`config.mk`:
```
export PLATFORM = sky130hd
export DESIGN_NAME = tinyalu_param_flat
export DESIGN_NICKNAME = d
export VERILOG_FILES = /design/src/rtl/tinyalu_pkg.sv /design/src/rtl/tinyalu_param_if.sv /design/src/rtl/tinyalu_mul_pipe.sv /design/src/rtl/tinyalu_param.sv /design/src/flat_wrapper.sv
export SDC_FILE = /design/constraint.sdc
export NUM_CORES = 1
export LEC_CHECK = 0
export CORE_ASPECT_RATIO = 1.2
export CORE_MARGIN = 1
export CORE_UTILIZATION = 60
export DETAILED_ROUTE_END_ITERATION = 8
export PLACE_DENSITY_LB_ADDON = 0.05
export SYNTH_ARGS = -nofsm -noshare
export SYNTH_HDL_FRONTEND = slang
export SYNTH_HIERARCHICAL = 1
export SYNTH_SLANG_ARGS = --single-unit
```
`constraint.sdc`:
```
create_clock -name clk -period 2.9 [get_ports clk]
set_clock_uncertainty 0.2 [all_clocks]
set_input_delay 0.29 -clock clk [delete_from_list [all_inputs] [get_ports clk]]
set_output_delay 0.29 -clock clk [all_outputs]
set_load 0.02 [all_outputs]
```
`src/rtl/tinyalu_pkg.sv`:
```
`default_nettype none
// +----------------------------------------------------------------------+
// | Module   : tinyalu_pkg                                               |
// | Brief    : Op codes, FSM states and legality helper for tinyalu.     |
// | Revision : 1.0                                                       |
// +----------------------------------------------------------------------+
package tinyalu_pkg;

    typedef enum logic [2:0] {
        no_op  = 3'b000,
        add_op = 3'b001,
        and_op = 3'b010,
        xor_op = 3'b011,
        mul_op = 3'b100,
        sub_op = 3'b101,
        rst_op = 3'b111
    } operation_t;

    typedef enum logic [1:0] {
        IDLE = 2'd0,
        EXEC = 2'd1,
        MUL  = 2'd2
    } state_t;

    // 3'b110 has no enum member; 3'b111 is reserved for the BFM's reset request.
    function automatic logic is_legal_op(input logic [2:0] op);
        return (op != 3'b110) && (op != rst_op);
    endfunction

endpackage

`default_nettype wire

```
`src/rtl/tinyalu_param_if.sv`:
```
`default_nettype none
// +----------------------------------------------------------------------+
// | Module   : tinyalu_param_if                                          |
// | Brief    : start/done request bus between tinyalu requester and ALU. |
// | Revision : 1.0                                                       |
// +----------------------------------------------------------------------+
interface tinyalu_param_if #(
    parameter int WIDTH = 8
);
    logic [WIDTH-1:0]   A;
    logic [WIDTH-1:0]   B;
    logic [2:0]         op;
    logic               start;
    logic               done;
    logic [2*WIDTH-1:0] result;
    logic               err;
    logic               busy;

    modport master (
        output A, B, op, start,
        input  done, result, err, busy
    );

    modport slave (
        input  A, B, op, start,
        output done, result, err, busy
    );
endinterface

`default_nettype wire

```
`src/rtl/tinyalu_mul_pipe.sv`:
```
`default_nettype none
// +----------------------------------------------------------------------+
// | Module   : tinyalu_mul_pipe                                          |
// | Brief    : MUL_LATENCY-stage unsigned multiplier with valid chain.   |
// | Revision : 1.0                                                       |
// +----------------------------------------------------------------------+
module tinyalu_mul_pipe #(
    parameter int WIDTH       = 8,
    parameter int MUL_LATENCY = 3
) (
    input  logic               clk,
    input  logic               reset_n,
    input  logic               in_valid,
    input  logic [WIDTH-1:0]   a,
    input  logic [WIDTH-1:0]   b,
    output logic               out_valid,
    output logic [2*WIDTH-1:0] product
);

    logic [MUL_LATENCY-1:0] r_vld;
    logic [2*WIDTH-1:0]     r_prod [MUL_LATENCY];

    always_ff @(posedge clk or negedge reset_n) begin
        if (!reset_n) begin
            r_vld <= '0;
        end else begin
            r_vld[0] <= in_valid;
            for (int k = 1; k < MUL_LATENCY; k++) begin
                r_vld[k] <= r_vld[k-1];
            end
        end
    end

    // Data stages carry no reset; only the valid chain gives them meaning.
    always_ff @(posedge clk) begin
        r_prod[0] <= {{WIDTH{1'b0}}, a} * {{WIDTH{1'b0}}, b};
        for (int k = 1; k < MUL_LATENCY; k++) begin
            r_prod[k] <= r_prod[k-1];
        end
    end

    assign out_valid = r_vld[MUL_LATENCY-1];
    assign product   = r_prod[MUL_LATENCY-1];

endmodule

`default_nettype wire

```
`src/rtl/tinyalu_param.sv`:
```
`default_nettype none
// +----------------------------------------------------------------------+
// | Module   : tinyalu_param                                             |
// | Brief    : Parametrised tinyalu: FSM, single-cycle unit, mul pipe.   |
// | Revision : 1.0                                                       |
// +----------------------------------------------------------------------+
module tinyalu_param
    import tinyalu_pkg::*;
#(
    parameter int WIDTH       = 8,
    parameter int MUL_LATENCY = 3
) (
    input  logic            clk,
    input  logic            reset_n,
    tinyalu_param_if.slave  bus
);

    localparam int                 c_CNT_W    = $clog2(MUL_LATENCY + 1);
    localparam logic [c_CNT_W-1:0] c_MUL_LAST = c_CNT_W'(MUL_LATENCY);
    localparam logic [c_CNT_W-1:0] c_CNT_ONE  = c_CNT_W'(1);

    state_t             r_state;
    logic [WIDTH-1:0]   r_a;
    logic [WIDTH-1:0]   r_b;
    logic [2:0]         r_op;
    logic [c_CNT_W-1:0] r_cnt;
    logic               r_done;
    logic               r_err;
    logic               r_busy;
    logic [2*WIDTH-1:0] r_result;

    logic               w_mul_start;
    logic               w_mul_valid;
    logic [2*WIDTH-1:0] w_mul_prod;
    logic [2*WIDTH-1:0] w_exec_res;

    // The pipe samples the bus directly on the capture edge so the product
    // lands exactly MUL_LATENCY edges later.
    assign w_mul_start = (r_state == IDLE) && bus.start && (bus.op == mul_op);

    tinyalu_mul_pipe #(
        .WIDTH       (WIDTH),
        .MUL_LATENCY (MUL_LATENCY)
    ) u_mul_pipe (
        .clk       (clk),
        .reset_n   (reset_n),
        .in_valid  (w_mul_start),
        .a         (bus.A),
        .b         (bus.B),
        .out_valid (w_mul_valid),
        .product   (w_mul_prod)
    );

    always_comb begin
        w_exec_res = '0;
        case (r_op)
            add_op:  w_exec_res = {{WIDTH{1'b0}}, r_a} + {{WIDTH{1'b0}}, r_b};
            and_op:  w_exec_res = {{WIDTH{1'b0}}, r_a & r_b};
            xor_op:  w_exec_res = {{WIDTH{1'b0}}, r_a ^ r_b};
            sub_op:  w_exec_res = {{WIDTH{1'b0}}, r_a} - {{WIDTH{1'b0}}, r_b};
            default: w_exec_res = '0;
        endcase
    end

    always_ff @(posedge clk or negedge reset_n) begin
        if (!reset_n) begin
            r_state  <= IDLE;
            r_a      <= '0;
            r_b      <= '0;
            r_op     <= no_op;
            r_cnt    <= '0;
            r_done   <= 1'b0;
            r_err    <= 1'b0;
            r_busy   <= 1'b0;
            r_result <= '0;
        end else begin
            r_done <= 1'b0;
            r_err  <= 1'b0;
            case (r_state)
                IDLE: begin
                    // no_op is accepted silently: no busy, no done.
                    if (bus.start && (bus.op != no_op)) begin
                        r_a     <= bus.A;
                        r_b     <= bus.B;
                        r_op    <= bus.op;
                        r_busy  <= 1'b1;
                        r_cnt   <= c_CNT_ONE;
                        r_state <= (bus.op == mul_op) ? MUL : EXEC;
                    end
                end
                EXEC: begin
                    r_done  <= 1'b1;
                    r_busy  <= 1'b0;
                    r_state <= IDLE;
                    if (is_legal_op(r_op)) begin
                        r_result <= w_exec_res;
                    end else begin
                        r_err <= 1'b1;
                    end
                end
                MUL: begin
                    if ((r_cnt == c_MUL_LAST) && w_mul_valid) begin
                        r_done   <= 1'b1;
                        r_busy   <= 1'b0;
                        r_result <= w_mul_prod;
                        r_state  <= IDLE;
                    end else begin
                        r_cnt <= r_cnt + c_CNT_ONE;
                    end
                end
                default: begin
                    r_busy  <= 1'b0;
                    r_state <= IDLE;
                end
            endcase
        end
    end

    assign bus.done   = r_done;
    assign bus.err    = r_err;
    assign bus.busy   = r_busy;
    assign bus.result = r_result;

endmodule

`default_nettype wire

```
`src/flat_wrapper.sv`:
```
// flat-port wrapper written by rule: the top's interface ports become plain ports
module tinyalu_param_flat import tinyalu_pkg::*;
#(
    parameter int WIDTH       = 8,
    parameter int MUL_LATENCY = 3
)
  (clk, reset_n, bus_A, bus_B, bus_op, bus_start, bus_done, bus_result, bus_err, bus_busy);
  tinyalu_param_if #(.WIDTH(WIDTH)) bus_i ();
  input  logic clk;
  input  logic reset_n;
  input wire logic [$bits(bus_i.A)-1:0] bus_A;
  input wire logic [$bits(bus_i.B)-1:0] bus_B;
  input wire logic [$bits(bus_i.op)-1:0] bus_op;
  input wire logic [$bits(bus_i.start)-1:0] bus_start;
  output wire logic [$bits(bus_i.done)-1:0] bus_done;
  output wire logic [$bits(bus_i.result)-1:0] bus_result;
  output wire logic [$bits(bus_i.err)-1:0] bus_err;
  output wire logic [$bits(bus_i.busy)-1:0] bus_busy;
  assign bus_i.A = bus_A;
  assign bus_i.B = bus_B;
  assign bus_i.op = bus_op;
  assign bus_i.start = bus_start;
  assign bus_done = bus_i.done;
  assign bus_result = bus_i.result;
  assign bus_err = bus_i.err;
  assign bus_busy = bus_i.busy;
  tinyalu_param #(.WIDTH(WIDTH), .MUL_LATENCY(MUL_LATENCY)) u_core (.clk(clk), .reset_n(reset_n), .bus(bus_i));
endmodule
```
==> impl_metrics.csv, run 1 <==
group,metric,value,unit
status,status,"finished with violations",
status,violations,"negative setup slack",
synth,synth_warnings,6,
worst_setup_path,crit_family,"adder cells",
timing,rsz0062_at_grt,"yes",
worst_setup_path,critical_path_class,"input pin to register",
synth,ys_seq_area_frac,0.345,
timing,final_max_slew_viol_count,0,
routing,drt_wl_total,13800,microns
worst_setup_path,crit_buf_inv,5,
timing,tightest_slew,1030,ps
synth,synth_edf_count,0,
worst_setup_path,crit_path_end_kind,"register",
layout,final_common_cell,"inv_1",
layout,drive_above_1_share,0.238,
cts,cts_buffers,9,
hold_path,holdPathStages,3,
worst_setup_path,cp.arrival,3740,ps
timing,relSlewSlack,0.311,
layout,finish.utilization,0.767,
power_and_ir_drop,p_switching,3.47,mW
worst_setup_path,rrSetupSlack,300,ps
placed_design,pre_cts_ws,-1560,ps
timing,fin_crit,3660,ps
cts,h-tree-depth,3,
placed_design,dp_hpwl,10300,microns
timing,setup_viol,10,
timing,hold_slack,121,ps
layout,area_growth,22.5,%
routing,via_per_inst,5.58,
routing,dr.pass1.iters,4,
placed_design,placed_cell_area,0.00686,sq mm
floorplanning,die-area,0.0105,sq mm
cts,cts_tree,"built",
global_route,grt_use_total,0.279,
worst_setup_path,slowest_delay,520,ps
routing,wl_per_cell,16.9,microns
routing,vias,4552,
worst_setup_path,rr_worst_depth,10,
global_route,grt_pass1_vias,4918,
cts,clock_latency,350,ps
synth,synthFlopType,"dfxtp_1",
floorplanning,dieWidth,93.6,microns
synth,synth.distinct_cells,62,
worst_setup_path,critPathMostFrequentCell,"fa_1",
synth,synth_area_per_cell,9.95,sq um
layout,layout_common_cells,"inv_1 (63), nand2_1 (48), ha_1 (48), dfxtp_1 (48), dfrtp_1 (45)",
placed_design,io_buffers,40,
power_and_ir_drop,internal-power,4.75,mW
power_and_ir_drop,power.density,1110,mW/mm^2
cts,cts_buffer_depth,2,
synth,async_flop_share,0.484,
worst_setup_path,worstPathRequired,2980,ps
flow_run,drv_cap,0,
worst_setup_path,crit_slowest_cell,"fa_1",
global_route,grt_max_degree,46,
power_and_ir_drop,seqPwrFrac,0.265,
worst_setup_path,r2r_end,"u_core/bus.result[10]",
timing,fmax,273,MHz
global_route,grt_pass1_wl,22300,microns
layout,layout.nets,805,
hold_path,min_from,"bus_A[5]",
timing,hold_viol_final,0,
floorplanning,fp-row-count,39,
power_and_ir_drop,swShare,0.422,
floorplanning,boundaryPins,41,
cts,path_clk_slew,70,ps
synth,synth_seq_cells,93,
synth,synth_nets,725,
floorplanning,core,0.00966,sq mm
hold_path,whs_endpoint,"u_core/r_a[5]",
layout,fin_area,0.00741,sq mm
power_and_ir_drop,pwr-share-clk,0.140,
worst_setup_path,path_cells,"buf_8 > and2_4 > fa_1 > inv_1 > fa_1 > inv_1 > fa_1 > inv_1 > fa_1 > inv_2 > ha_4 > a21o_1 > a21oi_2 > nand3_1 > and3_1 > a211oi_2",
global_route,antenna_found_initial,0,
routing,antenna_left,0,
worst_setup_path,worstPathMaxFanout,5,
power_and_ir_drop,peakVddDrop,0.442,mV
synth,syn_area,0.00605,sq mm
power_and_ir_drop,finalPower,8.22,mW
cts,cts.sinks,93,
placed_design,place.gp.congestion,0.880,
routing,drc_errors,0,
layout,antenna_cells,0,
timing,worst_slack,-757,ps
synth,syn_inst,608,
floorplanning,start_util,0.626,
worst_setup_path,startpoint_type,"input pin",
hold_path,hold_path_class,"input pin to register",
timing,period_share,1.26,
floorplanning,dieHeight,112,microns
routing,drt_first_iter_violations,174,
global_route,grt-ovfl-total,0,
worst_setup_path,rr_startpoint,"u_core/r_a[0]",
power_and_ir_drop,combPwrFrac,0.595,
power_and_ir_drop,power_leakage,3.49,nW
cts,root_buffer,"clkbuf_16",
logic make-up (layout without fill, tap and decap cells):
group / Yosys count / in the layout / synth area share
flip-flops: 93 / 93 / 0.345
multiplexers: 24 / 24 / 0.0435
XOR/XNOR: 19 / 19 / 0.0275
buffers and inverters: 100 / 185 / 0.0743
AO/OA/AOI/OAI: 114 / 114 / 0.127
AND/OR/NAND/NOR: 163 / 163 / 0.139
adder cells (fa/ha/maj): 95 / 95 / 0.244
registers in the layout (all words and copies together), names as in the netlist:
| signal | count |
|---|---|
| u_core/r_b | 8 |
| u_core/bus.result | 16 |
| u_core/bus.busy | 1 |
| u_core/r_state | 2 |
| u_core/u_mul_pipe/r_vld | 3 |
| u_core/u_mul_pipe/r_prod | 48 |
| u_core/r_op | 3 |
| u_core/r_cnt | 2 |
| u_core/bus.err | 1 |
| u_core/bus.done | 1 |
| u_core/r_a | 8 |
power groups by stage:
stage | Clock [mW] | Combinational [mW] | Sequential [mW]
floorplan | 0 | 3.23 | 2.20
global placement | 0 | 4.25 | 2.16
detailed placement | 0 | 4.38 | 2.20
CTS | 1.17 | 4.64 | 2.19
global route | 1.22 | 5.33 | 2.25
finish | 1.15 | 4.89 | 2.18
routing by layer:
layer  global-route usage  share of wire
met1                0.292           0.40
met2                0.521           0.53
met3               0.0417          0.025
met4                0.158          0.045
met5                    0              0
how the worst max path moves through the flow:
stage / start / endpoint / slack (ps) / depth (start not counted)
floorplan: bus_A[5] / u_core/u_mul_pipe/r_prod[0][15] / -820 / 15
global placement: bus_B[6] / u_core/u_mul_pipe/r_prod[0][15] / -1510 / 15
detailed placement: bus_B[6] / u_core/u_mul_pipe/r_prod[0][12] / -1560 / 12
CTS: bus_B[2] / u_core/u_mul_pipe/r_prod[0][15] / -790 / 14
global route: bus_B[7] / u_core/u_mul_pipe/r_prod[0][14] / -850 / 15
finish: bus_A[5] / u_core/u_mul_pipe/r_prod[0][15] / -760 / 16
per-stage QoR:
stage,instances,setup TNS (ps)
floorplan,608,-6470
detailed placement,793,-16300
finish,816,-5930
CTS,814,-5980
global placement,793,-15610
global route,816,-6900
layout make-up:
class	count	area, sq um
Timing Repair Buffer	96	837
Tap cell	123	154
Fill cell	656	2250
Clock inverter	7	72.6
Sequential cell	93	2090
Inverter	73	274
Clock buffer	9	225
Multi-Input combinational cell	415	3760
synthesized netlist by cell type, drive strengths merged (3+ instances only):
| master | number | share of area |
|---|---|---|
| a211o | 3 | 0.0046 |
| a21o | 3 | 0.0037 |
| a21oi | 35 | 0.029 |
| a221oi | 5 | 0.0083 |
| a22oi | 3 | 0.0037 |
| a31oi | 5 | 0.0052 |
| and2 | 49 | 0.051 |
| and3 | 6 | 0.0062 |
| buf | 20 | 0.025 |
| clkbuf | 7 | 0.0043 |
| dfrtp | 45 | 0.19 |
| dfxtp | 48 | 0.16 |
| fa | 38 | 0.13 |
| ha | 57 | 0.12 |
| inv | 73 | 0.045 |
| mux2 | 18 | 0.034 |
| mux2i | 6 | 0.0099 |
| nand2 | 52 | 0.032 |
| nand2b | 5 | 0.0052 |
| nand3 | 8 | 0.0066 |
| nor2 | 23 | 0.014 |
| nor2b | 8 | 0.0095 |
| nor3 | 7 | 0.0077 |
| o21a | 6 | 0.0074 |
| o21ai | 26 | 0.022 |
| o21bai | 3 | 0.0037 |
| o22ai | 4 | 0.0041 |
| o31ai | 4 | 0.0089 |
| xnor2 | 14 | 0.020 |
| xor2 | 5 | 0.0072 |
what timing repair did:
action | in CTS | in global routing
endpoints found under the setup margin | 12 | 12
setup buffers | 4 | 2
gates resized for setup | 107 | 28
pin swaps | 38 | 22
endpoints found under the hold margin | 45 | 0
hold buffers | 1 | 0
worst register-to-register path, delay by kind of cell, from the launching register on:
kind	cells	cell delay (ps)
compound gates	5	930
fa+ha+maj	2	650
flops	1	380
simple gates	2	250
buf+inv	1	70
No activity file was read; power rests on OpenSTA's default activity.
==> run 2, diff against run 1 <==
Settings changed: MAX_ROUTING_LAYER set to met4, PLACE_DENSITY set to 0.78, PLACE_DENSITY_LB_ADDON 0.05 to not set.
==> run 2 against run 1 <==
  * The run still ends with negative setup slack left
  * Critical path type unchanged
  * Non-clock buffer count increased by 4
  * Critical endpoint unchanged
  * Utilization up 1.1 points
  * Clock power barely moved
  * Combinational power is 4.3% higher
  * Via count up 2.2%
==> impl_metrics.csv, run 2 (synthesis gave the netlist of run 1 again) <==
group,metric,value,unit
status,status,"finished with violations",
status,violations,"negative setup slack",
cts,cts.sinks,93,
layout,finish.utilization,0.778,
global_route,grt-ovfl-total,0,
timing,relSlewSlack,0.326,
worst_setup_path,cp-startpoint,"bus_B[2]",
global_route,grt_use_total,0.287,
worst_setup_path,worstSetupEndpoint,"u_core/u_mul_pipe/r_prod[0][15]",
placed_design,dp_hpwl,10100,microns
placed_design,place_inst,792,
power_and_ir_drop,power.density,1120,mW/mm^2
worst_setup_path,crit_path_end_kind,"register",
power_and_ir_drop,swShare,0.423,
power_and_ir_drop,internal-power,4.85,mW
routing,dr.pass1.iters,7,
routing,drc_errors,0,
power_and_ir_drop,power_leakage,3.51,nW
power_and_ir_drop,combPwrFrac,0.606,
timing,fin_crit,3760,ps
layout,layout.nets,809,
layout,largest_reg_flops,48,
worst_setup_path,worstPathRequired,2960,ps
cts,clock_latency,340,ps
worst_setup_path,worstPathMaxFanout,4,
placed_design,io_buffers,40,
power_and_ir_drop,finalPower,8.41,mW
worst_setup_path,slowest_delay,540,ps
flow_run,drv_cap,0,
routing,wl_per_cell,17.3,microns
cts,cts_buffers,9,
worst_setup_path,rr_worst_depth,10,
placed_design,place.gp.congestion,0.910,
hold_path,hold_path_class,"input pin to register",
floorplanning,fp-row-count,39,
layout,drive_above_1_share,0.251,
floorplanning,start_util,0.626,
floorplanning,die-area,0.0105,sq mm
routing,drt_wl_total,14200,microns
worst_setup_path,critPathMostFrequentCell,"fa_1",
layout,layout_common_cells,"inv_1 (62), buf_4 (53), nand2_1 (49)",
layout,regMostFlops,"u_core/u_mul_pipe/r_prod",
worst_setup_path,path_cells,"buf_8 > and2_4 > fa_1 > inv_1 > fa_1 > inv_1 > fa_1 > inv_1 > fa_1 > inv_2 > ha_4 > a21o_1 > a21oi_2 > nand3_2 > and3_4 > a211oi_2",
global_route,antenna_found_initial,0,
timing,period_share,1.30,
layout,area_growth,24.2,%
timing,rsz0062_at_grt,"yes",
cts,path_clk_slew,70,ps
routing,vias,4650,
global_route,grt_pass1_vias,4867,
timing,hold_viol_final,0,
power_and_ir_drop,p_switching,3.56,mW
layout,regArea,0.00209,sq mm
cts,cts_tree,"built",
timing,worst_slack,-864,ps
worst_setup_path,cp.arrival,3830,ps
timing,final_max_slew_viol_count,0,
timing,setup_viol,12,
power_and_ir_drop,pwr-share-clk,0.135,
floorplanning,core,0.00966,sq mm
worst_setup_path,crit_slowest_cell,"fa_1",
layout,antenna_cells,0,
floorplanning,dieHeight,112,microns
global_route,grt_pass1_wl,22400,microns
power_and_ir_drop,peakVddDrop,0.497,mV
worst_setup_path,critical_path_class,"input pin to register",
worst_setup_path,rrSetupSlack,310,ps
worst_setup_path,startpoint_type,"input pin",
layout,multiInputGateArea,0.00385,sq mm
worst_setup_path,rr_startpoint,"u_core/r_b[0]",
timing,tightest_slew,1010,ps
routing,drt_first_iter_violations,203,
floorplanning,boundaryPins,41,
cts,root_buffer,"clkbuf_16",
routing,via_per_inst,5.67,
layout,num-fill-cells,597,
worst_setup_path,r2r_end,"u_core/bus.result[4]",
layout,fin_cells,820,
cts,h-tree-depth,3,
routing,antenna_left,0,
layout,final_common_cell,"inv_1",
floorplanning,dieWidth,93.6,microns
timing,fmax,266,MHz
power_and_ir_drop,seqPwrFrac,0.259,
global_route,grt_max_degree,46,
cts,cts_buffer_depth,2,
==> run 2: changes by cell type in the layout (fill, tap and decap cells not counted), moves of 2 or more <==
cell,before,now
buf_6,15,13
ha_4,8,11
a211o_4,0,2
inv_6,3,1
nand2_2,4,2
nor2_2,3,1
a21oi_4,0,2
buf_2,9,7
buf_4,43,53
and2_4,13,15
ha_1,48,46
buf_8,3,1
and2_1,36,34
==> run 2: worst min path at each step <==
stage                                          startpoint                              end  depth (start not counted)
after global placement    u_core/u_mul_pipe/r_prod[0][14]  u_core/u_mul_pipe/r_prod[0][30]                          0
after global routing                             bus_B[3]                    u_core/r_b[3]                          3
after floorplan                                   reset_n                  u_core/bus.busy                          0
after CTS                                        bus_B[3]                    u_core/r_b[3]                          3
after detailed placement  u_core/u_mul_pipe/r_prod[0][16]  u_core/u_mul_pipe/r_prod[0][32]                          0
final                                            bus_B[3]                    u_core/r_b[3]                          3
==> run 2: worst max-delay path, delay by kind of cell <==
family	cells	cell delay, ps
adders and majority gates	5	2220
AOI/OAI and AO/OA	3	560
buffers and inverters	5	310
and+or+nand+nor	3	450
==> run 2: timing repair <==
item | 4_1_cts | 5_1_grt
hold buffers | 1 | 0
buffers inserted | 8 | 4
gates resized for setup | 118 | 26
hold endpoints to repair | 45 | 0
pin swaps | 42 | 25
setup endpoints to repair | 12 | 11
==> run 2: area by class of cell <==
cell class | count | area share
Tap cell | 123 | 0.0205
Clock buffer | 11 | 0.0338
Multi-Input combinational cell | 415 | 0.512
Sequential cell | 93 | 0.278
Timing Repair Buffer | 100 | 0.114
Clock inverter | 5 | 0.00550
Inverter | 73 | 0.0365
==> run 2: power by group through the flow <==
stage,Sequential [mW],Combinational [mW],Clock (mW)
5_1_grt,2.24,5.52,1.21
6_report,2.18,5.10,1.13
3_3_place_gp,2.16,4.22,0
2_1_floorplan,2.20,3.23,0
4_1_cts,2.17,4.67,1.15
3_5_place_dp,2.19,4.37,0
==> run 2: through the flow <==
stage	setup TNS, ps	setup slack (ps)	hold slack (ps)	instance area, sq um
2_1_floorplan	-6470	-819	-206	6110
3_3_place_gp	-15430	-1490	110	6850
3_5_place_dp	-16410	-1630	112	6850
4_1_cts	-6340	-838	111	7350
5_1_grt	-7560	-897	124	7510
6_report	-7040	-864	112	7510
==> run 2: metal layers <==
| layer | global-route usage | up-vias | part of all wire |
|---|---|---|---|
| li1 | - | 2175 | - |
| met1 | 0.314 | 2289 | 0.39 |
| met2 | 0.505 | 140 | 0.53 |
| met3 | 0.0396 | 46 | 0.035 |
| met4 | 0.141 | 0 | 0.041 |
| met5 | - | - | 0 |
==> run 3, diff against run 2 <==
Settings changed: ABC_AREA set to 0.
==> results of run 3 <==
No change in the layout: final DEF, timing and power equal those of run 2.
